$ cat config.mk
export PLATFORM = sky130hd
export DESIGN_NAME = fp_result_normalize
export DESIGN_NICKNAME = d
export VERILOG_FILES = /design/src/rtl/fp_result_normalize_pkg.sv /design/src/rtl/fp_result_normalize_pack.sv /design/src/rtl/fp_result_normalize.sv
export SDC_FILE = /design/constraint.sdc
export NUM_CORES = 1
export LEC_CHECK = 0
export CORE_UTILIZATION = 30
export DETAILED_ROUTE_END_ITERATION = 10
export PLACE_DENSITY = 0.58
export SLEW_MARGIN = 20
export SYNTH_ARGS = -nofsm -noshare
export SYNTH_HDL_FRONTEND = slang
export SYNTH_SLANG_ARGS = --single-unit
$ cat constraint.sdc
create_clock -name clk -period 2.2 [get_ports clk]
set_input_delay 0.44 -clock clk [delete_from_list [all_inputs] [get_ports clk]]
set_output_delay 0.44 -clock clk [all_outputs]
set_load 0.03 [all_outputs]
$ cat src/rtl/fp_result_normalize_pkg.sv
// Shared types and constants for the FP adder result-normalize stage.
package fp_pkg;

  localparam int EXP_W   = 8;
  localparam int MANT_W  = 23;
  localparam int EXP_MAX = (1 << EXP_W) - 1;

  typedef struct packed {
    logic              sign;
    logic [EXP_W-1:0]  exp;
    logic [MANT_W-1:0] frac;
  } fp32_t;

  typedef enum logic [2:0] {
    S_IDLE,
    S_CONVERT,
    S_NORM,
    S_PACK,
    S_OUT
  } state_t;

endpackage

$ cat src/rtl/fp_result_normalize_pack.sv
// Combinational packer: normalized sign/exp/mag -> binary32 plus zero/overflow flags.
// FPN_ROUND_NEAREST_EN adds a guard input and ties-to-even increment.
module fp_pack
  import fp_pkg::*;
(
`ifdef FPN_ROUND_NEAREST_EN
  input  logic              guard,
`endif
  input  logic              sign,
  input  logic [EXP_W:0]    exp,
  input  logic [MANT_W+1:0] mag,
  output fp32_t             result,
  output logic              zero,
  output logic              overflow
);

  logic [MANT_W+1:0] m;
  logic [EXP_W:0]    e;

  always_comb begin
    m = mag;
    e = exp;
`ifdef FPN_ROUND_NEAREST_EN
    if (guard && mag[0]) begin
      m = mag + 1'b1;
    end
`endif
    // A rounding carry lands in the top bit; renormalize once before classifying.
    if (m[MANT_W+1]) begin
      m = m >> 1;
      e = e + 1'b1;
    end

    result   = '0;
    zero     = 1'b0;
    overflow = 1'b0;
    if (m == '0) begin
      zero = 1'b1;
    end else if (e >= (EXP_W+1)'(EXP_MAX)) begin
      result.sign = sign;
      result.exp  = '1;
      overflow    = 1'b1;
    end else if (!m[MANT_W]) begin
      result.sign = sign;
      result.frac = m[MANT_W-1:0];
    end else begin
      result.sign = sign;
      result.exp  = e[EXP_W-1:0];
      result.frac = m[MANT_W-1:0];
    end
  end

endmodule

$ cat src/rtl/fp_result_normalize.sv
// Post-adder stage: two's-complement mantissa sum -> sign/magnitude, one-bit-per-cycle
// normalization, IEEE-754 binary32 pack. Optional rounding via FPN_ROUND_NEAREST_EN.
module fp_result_normalize
  import fp_pkg::*;
#(
  parameter int EXP_W  = fp_pkg::EXP_W,
  parameter int MANT_W = fp_pkg::MANT_W
) (
  input  logic                      clk,
  input  logic                      reset,
  input  logic                      in_valid,
  output logic                      in_ready,
  input  logic [MANT_W+2:0]         in_sum,
  input  logic [EXP_W-1:0]          in_exp,
  output logic                      out_valid,
  input  logic                      out_ready,
  output logic [2+EXP_W+MANT_W-2:0] out_result,
  output logic                      out_overflow,
  output logic                      out_zero
);

  localparam logic [EXP_W:0] EXP_ONE = (EXP_W+1)'(1);

  state_t            state;
  logic [MANT_W+2:0] sum;
  logic [EXP_W:0]    exp;
  logic [MANT_W+1:0] mag;
  logic              sign;
  logic [MANT_W+1:0] mag_abs;
  fp32_t             pack_result;
  logic              pack_zero;
  logic              pack_overflow;
`ifdef FPN_ROUND_NEAREST_EN
  logic              guard;
`endif

  assign in_ready = (state == S_IDLE) && !reset;
  // Negating the most negative sum wraps to zero in the magnitude width.
  assign mag_abs  = sum[MANT_W+2] ? (MANT_W+2)'(-sum) : sum[MANT_W+1:0];

  fp_pack u_pack (
`ifdef FPN_ROUND_NEAREST_EN
    .guard    (guard),
`endif
    .sign     (sign),
    .exp      (exp),
    .mag      (mag),
    .result   (pack_result),
    .zero     (pack_zero),
    .overflow (pack_overflow)
  );

  always_ff @(posedge clk) begin
    if (reset) begin
      state        <= S_IDLE;
      out_valid    <= 1'b0;
      out_result   <= '0;
      out_overflow <= 1'b0;
      out_zero     <= 1'b0;
      sum          <= '0;
      exp          <= '0;
      mag          <= '0;
      sign         <= 1'b0;
`ifdef FPN_ROUND_NEAREST_EN
      guard        <= 1'b0;
`endif
    end else begin
      case (state)
        S_IDLE: begin
          if (in_valid) begin
            sum   <= in_sum;
            exp   <= (in_exp == '0) ? EXP_ONE : {1'b0, in_exp};
            state <= S_CONVERT;
          end
        end
        S_CONVERT: begin
          sign  <= sum[MANT_W+2];
          mag   <= mag_abs;
`ifdef FPN_ROUND_NEAREST_EN
          guard <= 1'b0;
`endif
          state <= S_NORM;
        end
        S_NORM: begin
          if (mag[MANT_W+1]) begin
`ifdef FPN_ROUND_NEAREST_EN
            guard <= mag[0];
`endif
            mag <= mag >> 1;
            exp <= exp + EXP_ONE;
          end else if (mag != '0 && !mag[MANT_W] && exp > EXP_ONE) begin
            mag <= mag << 1;
            exp <= exp - EXP_ONE;
          end else begin
            state <= S_PACK;
          end
        end
        S_PACK: begin
          out_result   <= pack_result;
          out_zero     <= pack_zero;
          out_overflow <= pack_overflow;
          out_valid    <= 1'b1;
          state        <= S_OUT;
        end
        S_OUT: begin
          if (out_ready) begin
            out_valid <= 1'b0;
            state     <= S_IDLE;
          end
        end
        default: state <= S_IDLE;
      endcase
    end
  end

endmodule
# Word level (Yosys, flattened, before mapping)
# Index checks and enable logic that the tools add are counted.
# op_classes
n_addsub,3
magnitude_cmp,2
eq_ne,9
muxes,25
n_reduce_logical,17
# op_table
op,count
$mux 25,3
$pmux 25 s2,1
$mux 9,4
$mux 32,1
$logic_not 25->1,1
$neg 25->25,1
$reduce_bool 25->1,1
$mux 24,1
$mux 8,3
$mux 23,1
$pmux 9 s2,1
$pmux 3 s5,1
$mux 3,4
$add 9x1->9 const B,1
$ge 9x8->1 const B,1
$gt 9x1->1 const B,1
$sub 9x1->9 const B,1
$logic_not 8->1,1
$ne 2x2->1 const B,4
$eq 3x2->1 const B,2
$reduce_and 2->1,3
$reduce_bool 2->1,3
$mux 1,4
$reduce_and 4->1,1
8 further kinds,11
# totals
ff_bits,99
in_bits,38
output_inout_bits,36
elab_cells,66

# Longest topological paths before layout
# logic_depth
depth_word,6
ltp_mapped,10
ltp_nobuf,8

# Cells and area by module
# Synthesis repeated with hierarchy kept, for this count alone.
# unflattened
cells_unflattened,807
hier_area_um2,6157.2
# modules_own_cells
mod,n_inst,cells_each,area_per_inst_um2,seq_area_each_um2
fp_result_normalize,1,692,5297.6,1981.9
fp_pack,1,115,859.6,0.0

# Worst setup path after synthesis
# OpenSTA, ideal clock, no wires.
# synth_path
path_type,input to output
start,input reset
end,output in_ready
arrival_ns,1.724
required_time_ns,1.760
path_slack_ns,0.036
path_stages,3
path_buffers,2
path_cell_list,clkbuf_1 buf_1 nor4_1
# synth_via
elab_chain_cells,2
# synth_rtl
item,line,source
from (decl),fp_result_normalize.sv:10,"input logic reset,"
$logic_not 1->1,fp_result_normalize.sv:37,assign in_ready = (state == S_IDLE) && !reset;
$logic_and 1x1->1,fp_result_normalize.sv:37,
to (decl),fp_result_normalize.sv:12,"output logic in_ready,"
# Every way passes these cells.

# Worst setup path in the final report
# layout_path
start,register exp[1]
end,register out_result[5]
# layout_via
elab_chain_cells,5
# layout_rtl
item,line,source
from (decl),fp_result_normalize.sv:26,logic [EXP_W:0] exp;
from (signal assigned),fp_result_normalize.sv:72,"exp <= (in_exp == '0) ? EXP_ONE : {1'b0, in_exp};"
from (signal assigned),fp_result_normalize.sv:90,exp <= exp + EXP_ONE;
from (signal assigned),fp_result_normalize.sv:93,exp <= exp - EXP_ONE;
$add 9x1->9,fp_result_normalize_pack.sv:31,e = e + 1'b1;
$mux 9 *,fp_result_normalize_pack.sv:29,if (m[MANT_W+1]) begin
$ge 9x8->1 *,fp_result_normalize_pack.sv:39,end else if (e >= (EXP_W+1)'(EXP_MAX)) begin
$mux 23 *,fp_result_normalize_pack.sv:39,
$mux 32 *,fp_result_normalize_pack.sv:37,if (m == '0) begin
to (signal assigned),fp_result_normalize.sv:99,out_result <= pack_result;
to (decl),fp_result_normalize.sv:17,"output logic [2+EXP_W+MANT_W-2:0] out_result,"
# Mark *: on every way between the ends. The rest lies on a longest branch, timed or not.
# A chain may end at the register's enable or synchronous reset.

==> flow_metrics.py <==
metrics = {
    "outcome": {
        "status": "finished, final reports clean",
    },
    "min_path": {
        "min_path_type": "reg2reg",
    },
    "yosys": {
        "yosys_register_bits": 99,
        "synth-xor-area-share": 0.05306,
        "synth_simple_gate_area_frac": 0.2122,
        "syn_nets": 692,
        "yosysTopAreaCellShare": 0.3752,
        "synth_most_common_cell": "nand2_1",
        "avgSynthCellArea_um2": 8.152,
        "synthMuxAreaShare": 0.04003,
        "postSynthCellCount": 648,
        "synth-compound-area-share": 0.2568,
        "synthArstFlopShare": 0,
        "synthAdderAreaFrac": 0.01421,
        "ys_top_cells_by_count": "nand2_1 (122), dfxtp_1 (99), a21oi_1 (75), o21ai_0 (30), clkbuf_1 (27)",
        "syn_area_um2": 5283,
        "yosys-top-cells-area": "dfxtp_1 (38%), nand2_1 (8.7%), a21oi_1 (7.1%), xnor2_1 (4.0%), mux2i_1 (3.8%)",
        "ys_warn_count": 0,
        "synth_top_cell_by_area": "dfxtp_1",
        "synthDistinctLibCells": 74,
        "synth_edf_count": 0,
        "ys_seq_area_frac": 0.3752,
        "synth_top_family_by_area": "compound AO/OA/AOI/OAI gates",
        "synth_flop_cell": "dfxtp_1",
    },
    "layout": {
        "antenna_cells": 0,
        "drive_gt1_frac": 0.1572,
        "final_nets": 796,
        "finalInstanceArea_um2": 7003,
        "area_growth_pct": 32.57,
        "utilization": 0.4063,
    },
    "sta": {
        "fin_crit_ps": 2087,
        "worst_pin_slew_ps": 718.5,
        "fin_skew_ps": 4.280,
        "slew_headroom": 0.5173,
        "holdWs_ps": 446.3,
        "hold_viol_final": 0,
        "setup_viol": 0,
        "clock.fmax_mhz": 479.2,
        "drv_slew": 0,
        "min_period_over_period": 0.9486,
    },
    "pwr": {
        "p_int_w": 0.004273,
        "pwr-share-comb": 0.437,
        "p_sw_frac": 0.3801,
        "power_frac_clock": 0.239,
        "ir_drop_mv": 0.4499,
        "seq_power_share": 0.324,
        "pwr_density_cell_nw_per_um2": 984.2,
        "leakage_nw": 2.480,
        "netSwitchingPower_w": 0.002620,
    },
    "clock_tree": {
        "h-tree-depth": 3,
        "cts_num_sinks": 99,
        "clock_latency_ps": 350,
        "cts_tree": "done",
        "cts_inserted_buffers": 9,
        "root_buffer": "clkbuf_16",
        "clkSlewWorstSetupHoldPaths_ps": 70,
        "clock_path_buffers": 2,
    },
    "route": {
        "wl_mm": 14.82,
        "vias": 5010,
        "drc": 0,
        "vias_per_cell": 5.102,
        "avgRoutedWirePerCell_um": 15.09,
        "drt_iter0_markers": 273,
        "drt_first_pass_iters": 5,
        "ant_nets": 0,
    },
    "placed_design": {
        "place_congestion": 0.8359,
        "io_buffer_count": 73,
        "place_area_um2": 6611,
        "dp_hpwl_mm": 10.94,
    },
    "global_routing": {
        "antenna_found_initial": 0,
        "grt_start_max_net_pins": 48,
        "gr-total-overflow": 0,
        "grt_pass1_vias": 4478,
        "grt_pass1_wl_mm": 24.22,
        "grtUsageTotal": 0.1687,
    },
    "die": {
        "die-area_um2": 18140,
        "die_y_um": 134.7,
        "die_width_um": 134.7,
        "core_um2": 17240,
        "pin_count": 74,
        "start_util": 0.3065,
        "rows": 48,
    },
    "job": {
        "max_cap_viol_count": 0,
    },
    "setup_path": {
        "crit_type": "reg2reg",
        "cp-start-kind": "register",
        "endpoint_kind": "register",
        "worstPathArrival_ps": 2310,
        "critPathMaxFanout": 5,
        "cp.required_ps": 2420,
    },
}
## kinds of logic (layout without fill, tap and decap cells)
family          count (synthesis)  in the layout
buf+inv                        61            170
flops                          99             99
simple gates                  226            226
fa+ha+maj                       6              6
xor+xnor                       32             32
compound gates                203            203
mux                            21             21
## worst paths after layout
| kind | start | endpoint | slack (ps) | cells after the start |
|---|---|---|---|---|
| setup / recovery | exp[1] | out_result[5] | 110 | 8 |
| setup reg to reg | exp[1] | out_result[5] | 110 | 8 |
| hold reg to reg | out_result[0] | out_result[0] | 450 | 2 |
| hold / removal | out_result[0] | out_result[0] | 450 | 2 |
## layout by cell type (no fill, tap or decap), types with 4 or more instances in the layout
cell and count:
a211oi_1 10, a21oi_1 75, a221o_1 11, a221oi_1 10
a22oi_1 4, a31oi_1 5, a41oi_1 5, and2_1 6
and3_1 5, buf_4 69, clkbuf_16 9, clkdlybuf4s50_1 71
dfxtp_1 94, dfxtp_2 4, ha_1 4, inv_1 10
mux2i_1 20, nand2_1 122, nand3_1 9, nand4_1 6
nor2_1 24, nor2b_1 4, nor3_1 11, nor4_1 9
o211ai_1 6, o21ai_0 27, o21ai_1 10, o31ai_1 8
o41ai_1 4, xnor2_1 23, xor2_1 7
## worst max-delay path: stages, from the launching register on
cell      delay, ps
dfxtp_2         370
ha_4            170
nand4_1         120
or3_1           360
a221oi_2        270
a41oi_2         240
buf_4           200
nand3_1         140
a21oi_1          90
## registers in the layout (all words and copies together) (netlist names)
register / flops
state: 3
out_valid: 1
sum: 26
sign: 1
exp: 9
out_result: 32
out_overflow: 1
out_zero: 1
mag: 25
## cell type report
| type | instances | area [um2] |
|---|---|---|
| Clock buffer | 11 | 242.7 |
| Clock inverter | 5 | 61.31 |
| Tap cell | 225 | 281.5 |
| Fill cell | 1762 | 10230 |
| Multi-Input combinational cell | 488 | 3112 |
| Sequential cell | 99 | 1991 |
| Timing Repair Buffer | 143 | 1274 |
| Inverter | 11 | 41.29 |
## power groups by stage
stage                     Combinational (W)  Sequential [W]  Clock, W
after floorplan                     0.00175         0.00225         0
after global placement              0.00290         0.00225         0
after detailed placement            0.00291         0.00226         0
after CTS                           0.00293         0.00221   0.00169
after global routing                0.00330         0.00226   0.00176
final                               0.00301         0.00223   0.00165
## layer usage
metal,up-vias,wire length [um],global-route usage
met4,0,201,0.05993
met1,2267,7847,0.2664
met2,162,5824,0.2254
met3,11,950,0.02477
met5,-,0,0
li1,2570,-,-
## through the flow
step | setup TNS (ps) | setup WS, ps | power (W) | std cells
after detailed placement | 0 | 23.72 | 0.005168 | 964
after global placement | 0 | 92.39 | 0.005155 | 964
final | 0 | 113.1 | 0.006892 | 982
after floorplan | 0 | 35.85 | 0.003995 | 648
after global routing | -6.299 | -6.299 | 0.007322 | 982
after CTS | 0 | 16.05 | 0.006830 | 980
## timing repair
action,in CTS,in global routing
setup buffers,0,2
hold endpoints to repair,0,0
endpoints found under the setup margin,0,45
hold buffers,0,0
gates resized for setup,0,18
Power figures use the tool's default switching activity.
